==> src/rtl/pipeline_ctrl_if.sv <==
// Handshake bundle between the pipeline stages and the stall/flush controller.
interface pipeline_ctrl_if #(
  parameter int MC_LEN_W = 6
);
  logic                stallreq_id_i;
  logic                ex_mc_start_i;
  logic [MC_LEN_W-1:0] ex_mc_len_i;
  logic                flush_i;
  logic [5:0]          stall_o;
  logic                flush_o;
  logic                ex_mc_busy_o;
  logic                ex_mc_done_o;

  modport master (
    output stallreq_id_i, ex_mc_start_i, ex_mc_len_i, flush_i,
    input  stall_o, flush_o, ex_mc_busy_o, ex_mc_done_o
  );

  modport slave (
    input  stallreq_id_i, ex_mc_start_i, ex_mc_len_i, flush_i,
    output stall_o, flush_o, ex_mc_busy_o, ex_mc_done_o
  );
endinterface

==> src/rtl/pipeline_ctrl.sv <==
// Stall/flush controller for the five-stage pipeline with multi-cycle EX sequencing.
// Optional stalled-cycle counter enabled by defining PIPELINE_CTRL_PERF_EN.
//
// state | meaning
// IDLE  | no multi-cycle op; ID load-use stalls honoured
// BUSY  | multi-cycle op counting down, EX and earlier stalled
// DONE  | one-cycle completion pulse back to EX
module pipeline_ctrl #(
  parameter int MC_LEN_W = 6
) (
  input  logic           clk,
  input  logic           rst,
  pipeline_ctrl_if.slave bus
`ifdef PIPELINE_CTRL_PERF_EN
  ,
  output logic [31:0]    stall_cnt_o
`endif
);

  localparam logic [5:0] STALL_NONE = 6'b000000;
  localparam logic [5:0] STALL_ID   = 6'b000111;
  localparam logic [5:0] STALL_EX   = 6'b001111;

  typedef enum logic [1:0] {
    IDLE = 2'd0,
    BUSY = 2'd1,
    DONE = 2'd2
  } state_t;

  state_t              r_state;
  logic [MC_LEN_W-1:0] r_cnt;

  logic [5:0] w_stall;
  logic       w_flush;
  logic       w_busy;
  logic       w_done;

  always_comb begin
    w_stall = STALL_NONE;
    w_flush = 1'b0;
    w_busy  = 1'b0;
    w_done  = 1'b0;
    if (!rst) begin
      w_busy = (r_state == BUSY);
      if (bus.flush_i) begin
        w_flush = 1'b1;
      end else begin
        case (r_state)
          IDLE: begin
            if (bus.ex_mc_start_i)      w_stall = STALL_EX;
            else if (bus.stallreq_id_i) w_stall = STALL_ID;
          end
          BUSY: w_stall = STALL_EX;
          DONE: begin
            w_done  = 1'b1;
            w_stall = bus.stallreq_id_i ? STALL_ID : STALL_NONE;
          end
          default: w_stall = STALL_NONE;
        endcase
      end
    end
  end

  assign bus.stall_o      = w_stall;
  assign bus.flush_o      = w_flush;
  assign bus.ex_mc_busy_o = w_busy;
  assign bus.ex_mc_done_o = w_done;

  // The acceptance cycle is the first of L stall cycles, so BUSY runs L-1 cycles.
  always_ff @(posedge clk) begin
    if (rst || bus.flush_i) begin
      r_state <= IDLE;
      r_cnt   <= '0;
    end else begin
      case (r_state)
        IDLE: begin
          if (bus.ex_mc_start_i) begin
            if (bus.ex_mc_len_i <= MC_LEN_W'(1)) begin
              r_cnt   <= '0;
              r_state <= DONE;
            end else begin
              r_cnt   <= bus.ex_mc_len_i - MC_LEN_W'(1);
              r_state <= BUSY;
            end
          end
        end
        BUSY: begin
          r_cnt <= r_cnt - MC_LEN_W'(1);
          if (r_cnt == MC_LEN_W'(1)) r_state <= DONE;
        end
        DONE:    r_state <= IDLE;
        default: r_state <= IDLE;
      endcase
    end
  end

`ifdef PIPELINE_CTRL_PERF_EN
  logic [31:0] r_stall_cnt;

  // Saturating; flush deliberately leaves the count intact.
  always_ff @(posedge clk) begin
    if (rst) begin
      r_stall_cnt <= '0;
    end else if (w_stall[0] && (r_stall_cnt != 32'hFFFF_FFFF)) begin
      r_stall_cnt <= r_stall_cnt + 32'd1;
    end
  end

  assign stall_cnt_o = r_stall_cnt;
`endif

endmodule
==> src/flat_wrapper.sv <==
// flat-port wrapper written by rule: the top's interface ports become plain ports
module pipeline_ctrl_flat 
#(
  parameter int MC_LEN_W = 6
)
  (clk, rst, bus_stallreq_id_i, bus_ex_mc_start_i, bus_ex_mc_len_i, bus_flush_i, bus_stall_o, bus_flush_o, bus_ex_mc_busy_o, bus_ex_mc_done_o);
  pipeline_ctrl_if #(.MC_LEN_W(MC_LEN_W)) bus_i ();
  input  logic clk;
  input  logic rst;
  input wire logic [$bits(bus_i.stallreq_id_i)-1:0] bus_stallreq_id_i;
  input wire logic [$bits(bus_i.ex_mc_start_i)-1:0] bus_ex_mc_start_i;
  input wire logic [$bits(bus_i.ex_mc_len_i)-1:0] bus_ex_mc_len_i;
  input wire logic [$bits(bus_i.flush_i)-1:0] bus_flush_i;
  output wire logic [$bits(bus_i.stall_o)-1:0] bus_stall_o;
  output wire logic [$bits(bus_i.flush_o)-1:0] bus_flush_o;
  output wire logic [$bits(bus_i.ex_mc_busy_o)-1:0] bus_ex_mc_busy_o;
  output wire logic [$bits(bus_i.ex_mc_done_o)-1:0] bus_ex_mc_done_o;
  assign bus_i.stallreq_id_i = bus_stallreq_id_i;
  assign bus_i.ex_mc_start_i = bus_ex_mc_start_i;
  assign bus_i.ex_mc_len_i = bus_ex_mc_len_i;
  assign bus_i.flush_i = bus_flush_i;
  assign bus_stall_o = bus_i.stall_o;
  assign bus_flush_o = bus_i.flush_o;
  assign bus_ex_mc_busy_o = bus_i.ex_mc_busy_o;
  assign bus_ex_mc_done_o = bus_i.ex_mc_done_o;
  pipeline_ctrl #(.MC_LEN_W(MC_LEN_W)) u_core (.clk(clk), .rst(rst), .bus(bus_i));
endmodule
==> config.mk <==
export PLATFORM = sky130hd
export DESIGN_NAME = pipeline_ctrl_flat
export DESIGN_NICKNAME = d
export VERILOG_FILES = /design/src/rtl/pipeline_ctrl_if.sv /design/src/rtl/pipeline_ctrl.sv /design/src/flat_wrapper.sv
export SDC_FILE = /design/constraint.sdc
export NUM_CORES = 1
export LEC_CHECK = 0
export BUFFER_PORTS_ARGS = -buffer_cell sky130_fd_sc_hd__buf_2
export CORE_MARGIN = 2
export CORE_UTILIZATION = 27
export DETAILED_ROUTE_END_ITERATION = 10
export PLACE_DENSITY_LB_ADDON = 0.1
export SLEW_MARGIN = 20
export SYNTH_ARGS = -nofsm -noshare
export SYNTH_HDL_FRONTEND = slang
export SYNTH_SLANG_ARGS = --single-unit
==> constraint.sdc <==
create_clock -name clk -period 3.07 [get_ports clk]
set_input_delay 0.614 -clock clk [delete_from_list [all_inputs] [get_ports clk]]
set_output_delay 0.614 -clock clk [all_outputs]
set_load 0.02 [all_outputs]
### Yosys cells after proc, flatten, opt, wreduce, memory -nomap -nowiden

Index checks and enable logic that the tools add are counted.

| word-level totals | value |
|---|---|
| register bits after elaboration | 8 |
| input port bits | 11 |
| output and inout bits | 9 |
| word-level logic and storage cells | 33 |

| cells by class | value |
|---|---|
| $add $sub $neg | 2 |
| $lt $le $gt $ge | 1 |
| equality and inequality tests | 5 |
| multiplexer cells | 18 |
| reductions and logical operators | 5 |

Operators by type and width:

| operator | count |
|---|---|
| $mux W6 | 5 |
| $pmux W6 S3 | 1 |
| $pmux W6 S2 | 1 |
| $sub A6 B1 Y6 const B | 2 |
| $eq A6 B1 Y1 const B | 1 |
| $le A6 B1 Y1 const B | 1 |
| $mux W1 | 6 |
| $mux W2 | 3 |
| $ne A2 B2 Y1 const B | 2 |
| $pmux W2 S2 | 1 |
| $reduce_and A2 Y1 | 2 |
| $mux W3 | 1 |
| $eq A2 B1 Y1 const B | 1 |
| $eq A2 B2 Y1 const B | 1 |
| $logic_not A2 Y1 | 1 |
| $reduce_bool A2 Y1 | 1 |
| $logic_or A1 B1 Y1 | 1 |

### Longest topological paths before layout

| depth | value |
|---|---|
| depth in word-level cells | 5 |
| gate-level depth with buffers | 6 |
| mapped depth without buffers | 6 |

### Worst setup path before layout

Ideal clock, no wire load.

| path | value |
|---|---|
| path type | input-to-output |
| start | in rst |
| end | out bus_stall_o[1] |
| arrival time | 1.746 ns |
| data required time | 2.456 ns |
| setup slack | 0.710 ns |
| stages on the path | 4 |
| path buffers | 2 |
| cell sequence | or2_2 > clkbuf_1 > a21oi_1 > buf_4 |

| on the way | value |
|---|---|
| cells in the longest elaborated chain, start to end | 1 |

Ends and longest elaborated chain:

| element | RTL line | source |
|---|---|---|
| start: declaration | flat_wrapper.sv:9 | `input logic rst;` |
| $mux W6 | pipeline_ctrl.sv:43 | `if (!rst) begin` |
| end: declaration | flat_wrapper.sv:14 | `output wire logic [$bits(bus_i.stall_o)-1:0] bus_stall_o;` |

No other way between the ends.

### Worst setup path after layout

| path | value |
|---|---|
| start | in bus_ex_mc_start_i |
| end | out bus_stall_o[1] |

| on the way | value |
|---|---|
| cells in the longest elaborated chain, start to end | 4 |

Ends and longest elaborated chain:

| element | RTL line | source |
|---|---|---|
| start: declaration | flat_wrapper.sv:11 | `input wire logic [$bits(bus_i.ex_mc_start_i)-1:0] bus_ex_mc_start_i;` |
| $mux W6 | pipeline_ctrl.sv:50 | `if (bus.ex_mc_start_i) w_stall = STALL_EX;` |
| $pmux W6 S3 | pipeline_ctrl.sv:48 | `case (r_state)` |
| $mux W6 | pipeline_ctrl.sv:45 | `if (bus.flush_i) begin` |
| $mux W6 | pipeline_ctrl.sv:43 |  |

No other way between the ends.

==> impl_metrics.ini <==
[cells_and_area]
drive_above_1_share_pct = 24.2
net_count_final = 116
synthToLayoutAreaGrowth_pct = 17.9
num_antenna_cells = 0

[power_and_ir_drop]
total_leakage_power_nw = 0.327
powerDensity_nw_per_um2 = 366
worst_supply_voltage_drop_on_vdd_v = 0.000105

[setup_path]
worst-r2r-setup-slack_ns = 1.65
critical_path.slowest_cell = sky130_fd_sc_hd__o21bai_1
critical_path.max_fanout = 8
cell_repeated_most_along_the_worst_path = sky130_fd_sc_hd__buf_2
worst-endpoint-required_ns = 2.46
worst_r2r_startpoint = u_core.r_cnt[0]$_SDFFE_PP0P_
crit_path_end_kind = output pin
timing.critical_path.arrival_ns = 1.57
reg2regPathDepth = 5
timing.critical_path.slowest_cell_delay_ns = 0.47
critical_path.startpoint_type = input pin
cp_cell_sequence = buf_2, o21bai_1, a21oi_1, buf_2
worstSetupPathType = input pin to output pin
reg_to_reg_endpoint = u_core.r_cnt[2]$_SDFFE_PP0P_

[clock_tree]
cts_sinks = 8
clock_tree.buffer_depth = 2
clk_root_buffer_cell = sky130_fd_sc_hd__clkbuf_4
numCtsBuffers = 3
clk_pin_slew_worst_paths_ns = 0.05
clock_insertion_delay_worst_skew_ns = 0.26
cts_repair_resize_count = 0
post-cts-setup-buffer-count = 0
cts.htree.levels = 1
post_cts_hold_buffer_count = 0
tritoncts = done

[synthesis]
synth_seq_cells = 8
synth-warning-count = 0
yosysSeqAreaShare_pct = 25.4
syn-cell-area_um2 = 629
netlist-cell-type-count = 33
post_synth_inst_count = 83
syn-mean-instance-area_um2 = 7.58

[sta]
tightestPinTransition_ns = 0.586
period_needed_ns = 2.18
hold_slack_ns = 0.512
max-slew-margin-rel_pct = 60.8
report.final.hold_viol_count = 0
fin_crit_sh_pct = 71.0
rsz0062_at_grt = no
timing.final.max_slew_violations = 0
timing.setup.tns_ns = 0
clock.fmax_ghz = 0.459
final-setup-viol-count = 0
clock-skew-final_ns = 0.00127

[job]
max_cap_violations = 0

[die]
initial_core_util_pct = 28.5
die_height_um = 52.3
die_width_um = 52.3
floorplan.rows = 17
die_outline_area_um2 = 2730
boundaryPins = 20
core-area_um2 = 2210

[drt]
routed-via-count = 626
ant_nets = 0
drt-total-wl_mm = 1.53
drt-wirelength-per-cell_um = 12.1
initialDrtViolationCount = 19
viasPerCell = 4.93
post-route-drc-count = 0
length_of_the_first_detailed_routing_pass_in_iterations = 4

[global_route]
antenna_found_initial = 0
grt-ovfl-total = 0
grt_start_max_net_pins = 11
grt_first_pass_wirelength_mm = 2.46
grt_pass1_vias = 570
grtUsageTotal_pct = 12.5

[worst_hold_path]
timing.hold.worst.start = u_core.r_cnt[4]$_SDFFE_PP0P_
whs_endpoint = u_core.r_cnt[4]$_SDFFE_PP0P_
min-delay-path-class = flip-flop to flip-flop
hold_depth = 2

[outcome]
status = completed

[placed_design]
port-buffer-count = 17
hpwl_mm = 1.19
gp_routability_congestion = 0.701
==> cell usage in the layout (no fill, tap or decap) <==
cell type	netlist	final
sky130_fd_sc_hd__a21oi_1	2	2
sky130_fd_sc_hd__a221oi_1	1	1
sky130_fd_sc_hd__a222oi_1	1	1
sky130_fd_sc_hd__a31oi_1	3	3
sky130_fd_sc_hd__a41oi_1	1	1
sky130_fd_sc_hd__and3b_1	1	1
sky130_fd_sc_hd__buf_2	0	17
sky130_fd_sc_hd__clkbuf_4	0	3
sky130_fd_sc_hd__conb_1	1	2
sky130_fd_sc_hd__dfxtp_1	8	8
sky130_fd_sc_hd__ha_1	4	4
sky130_fd_sc_hd__inv_1	6	6
sky130_fd_sc_hd__mux2_2	1	1
sky130_fd_sc_hd__nand2_1	4	4
sky130_fd_sc_hd__nand2b_1	3	3
sky130_fd_sc_hd__nand3_1	1	1
sky130_fd_sc_hd__nand3b_1	1	1
sky130_fd_sc_hd__nand4_1	1	1
sky130_fd_sc_hd__nor2_1	15	15
sky130_fd_sc_hd__nor2b_1	2	2
sky130_fd_sc_hd__nor3_1	3	3
sky130_fd_sc_hd__nor3b_1	3	3
sky130_fd_sc_hd__o21a_4	1	1
sky130_fd_sc_hd__o21ai_0	4	4
sky130_fd_sc_hd__o21ai_1	1	1
sky130_fd_sc_hd__o21bai_1	1	1
sky130_fd_sc_hd__o311ai_0	1	1
sky130_fd_sc_hd__o311ai_1	1	1
sky130_fd_sc_hd__o31ai_1	1	1
sky130_fd_sc_hd__or2_2	1	1
sky130_fd_sc_hd__or4_1	1	1
sky130_fd_sc_hd__or4_4	1	1
sky130_fd_sc_hd__xor2_1	3	3
==> where the power goes <==
group	total (W)	switching (W)	internal (W)	leakage, nW
Sequential	0.000114	0.00000491	0.000109	0.0653
Clock	0.0000844	0.0000394	0.0000450	0.0138
Combinational	0.0000732	0.0000433	0.0000298	0.248
Total	0.000271	0.0000876	0.000184	0.327
==> synth_stat cells <==
| cell | n | area share, % |
|---|---|---|
| sky130_fd_sc_hd__clkbuf_1 | 1 | 0.60 |
| sky130_fd_sc_hd__o21bai_1 | 1 | 1.2 |
| sky130_fd_sc_hd__o21ai_1 | 1 | 0.79 |
| sky130_fd_sc_hd__nand3b_1 | 1 | 1.2 |
| sky130_fd_sc_hd__buf_4 | 4 | 4.8 |
| sky130_fd_sc_hd__o21ai_0 | 4 | 3.2 |
| sky130_fd_sc_hd__a222oi_1 | 1 | 1.6 |
| sky130_fd_sc_hd__nand3_1 | 1 | 0.79 |
| sky130_fd_sc_hd__a41oi_1 | 1 | 1.4 |
| sky130_fd_sc_hd__and3b_1 | 1 | 1.4 |
| sky130_fd_sc_hd__nor3b_1 | 3 | 3.6 |
| sky130_fd_sc_hd__nand2_1 | 4 | 2.4 |
| sky130_fd_sc_hd__o311ai_1 | 1 | 1.4 |
| sky130_fd_sc_hd__nand4_1 | 1 | 0.99 |
| sky130_fd_sc_hd__o311ai_0 | 1 | 1.4 |
| sky130_fd_sc_hd__nor3_1 | 3 | 2.4 |
| sky130_fd_sc_hd__xor2_1 | 3 | 4.2 |
| sky130_fd_sc_hd__or2_2 | 1 | 0.99 |
| sky130_fd_sc_hd__a221oi_1 | 1 | 1.4 |
| sky130_fd_sc_hd__o21a_4 | 1 | 2.4 |
| sky130_fd_sc_hd__nor2b_1 | 2 | 2.0 |
| sky130_fd_sc_hd__or4_1 | 1 | 1.2 |
| sky130_fd_sc_hd__mux2_2 | 1 | 1.8 |
| sky130_fd_sc_hd__inv_1 | 6 | 3.6 |
| sky130_fd_sc_hd__nand2b_1 | 3 | 3.0 |
| sky130_fd_sc_hd__or4_4 | 1 | 1.8 |
| sky130_fd_sc_hd__a31oi_1 | 3 | 3.0 |
| sky130_fd_sc_hd__ha_1 | 4 | 8.0 |
| sky130_fd_sc_hd__o31ai_1 | 1 | 1.2 |
| sky130_fd_sc_hd__nor2_1 | 15 | 8.9 |
| sky130_fd_sc_hd__dfxtp_1 | 8 | 25 |
| sky130_fd_sc_hd__conb_1 | 1 | 0.60 |
| sky130_fd_sc_hd__a21oi_1 | 2 | 1.6 |
==> critical path, delay by kind of cell <==
family                 cells  cell delay, ns
AOI/OAI and AO/OA          2            0.65
buffers and inverters      2            0.30
==> how the worst max path moves through the flow <==
stage	slack, ns	endpoint	depth (start not counted)	from
6_report	0.89	bus_stall_o[1]	4	bus_ex_mc_start_i
5_1_grt	0.79	bus_stall_o[0]	4	bus_ex_mc_start_i
4_1_cts	0.86	bus_stall_o[1]	4	bus_ex_mc_start_i
3_5_place_dp	0.87	bus_stall_o[1]	4	bus_ex_mc_start_i
3_3_place_gp	0.92	bus_stall_o[1]	4	bus_ex_mc_start_i
2_1_floorplan	0.71	bus_stall_o[1]	4	rst
==> cells by family after synthesis <==
logic type | after synthesis | share of synthesized area (%)
buffers and inverters | 11 | 8.95
multiplexers | 1 | 1.79
XOR/XNOR | 3 | 4.18
flip-flops | 8 | 25.4
AO/OA/AOI/OAI | 18 | 20.5
AND/OR/NAND/NOR | 37 | 30.6
adder cells (fa/ha/maj) | 4 | 7.95
other | 1 | 0.596
==> registers in the layout, summed over array words and instances, names as in the netlist <==
| register | count |
|---|---|
| u_core.r_cnt | 6 |
| u_core.r_state | 2 |
==> metrics by stage <==
| step | power, W | utilization, % | area (um2) | cells | worst slack, ns |
|---|---|---|---|---|---|
| floorplan | 0.000169 | - | 633 | 84 | 0.710 |
| CTS | 0.000274 | 33.5 | 742 | 127 | 0.865 |
| finish | 0.000271 | 33.5 | 742 | 127 | 0.890 |
| global placement | 0.000190 | 32.5 | 719 | 124 | 0.920 |
| detailed placement | 0.000190 | 32.5 | 719 | 124 | 0.874 |
| global route | 0.000288 | 33.5 | 742 | 127 | 0.786 |
==> per-layer routing <==
| metal | up-vias | share of wire, % | wire (um) | global-route usage (%) |
|---|---|---|---|---|
| li1 | 321 | - | - | - |
| met1 | 274 | 47 | 720 | 15.3 |
| met2 | 26 | 44 | 668 | 20.0 |
| met3 | 5 | 5.5 | 85 | 0.857 |
| met4 | 0 | 3.8 | 58 | 10.3 |
| met5 | - | 0 | 0 | 0 |
==> area by class of cell <==
cell class | count | area, um2
tap | 28 | 35.0
sequential | 8 | 160
multi-input combinational | 65 | 417
clock buffer | 3 | 22.5
timing repair buffer | 17 | 85.1
fill | 264 | 1470
inverter | 6 | 22.5
Note: power is estimated with default switching activity, not from simulation.
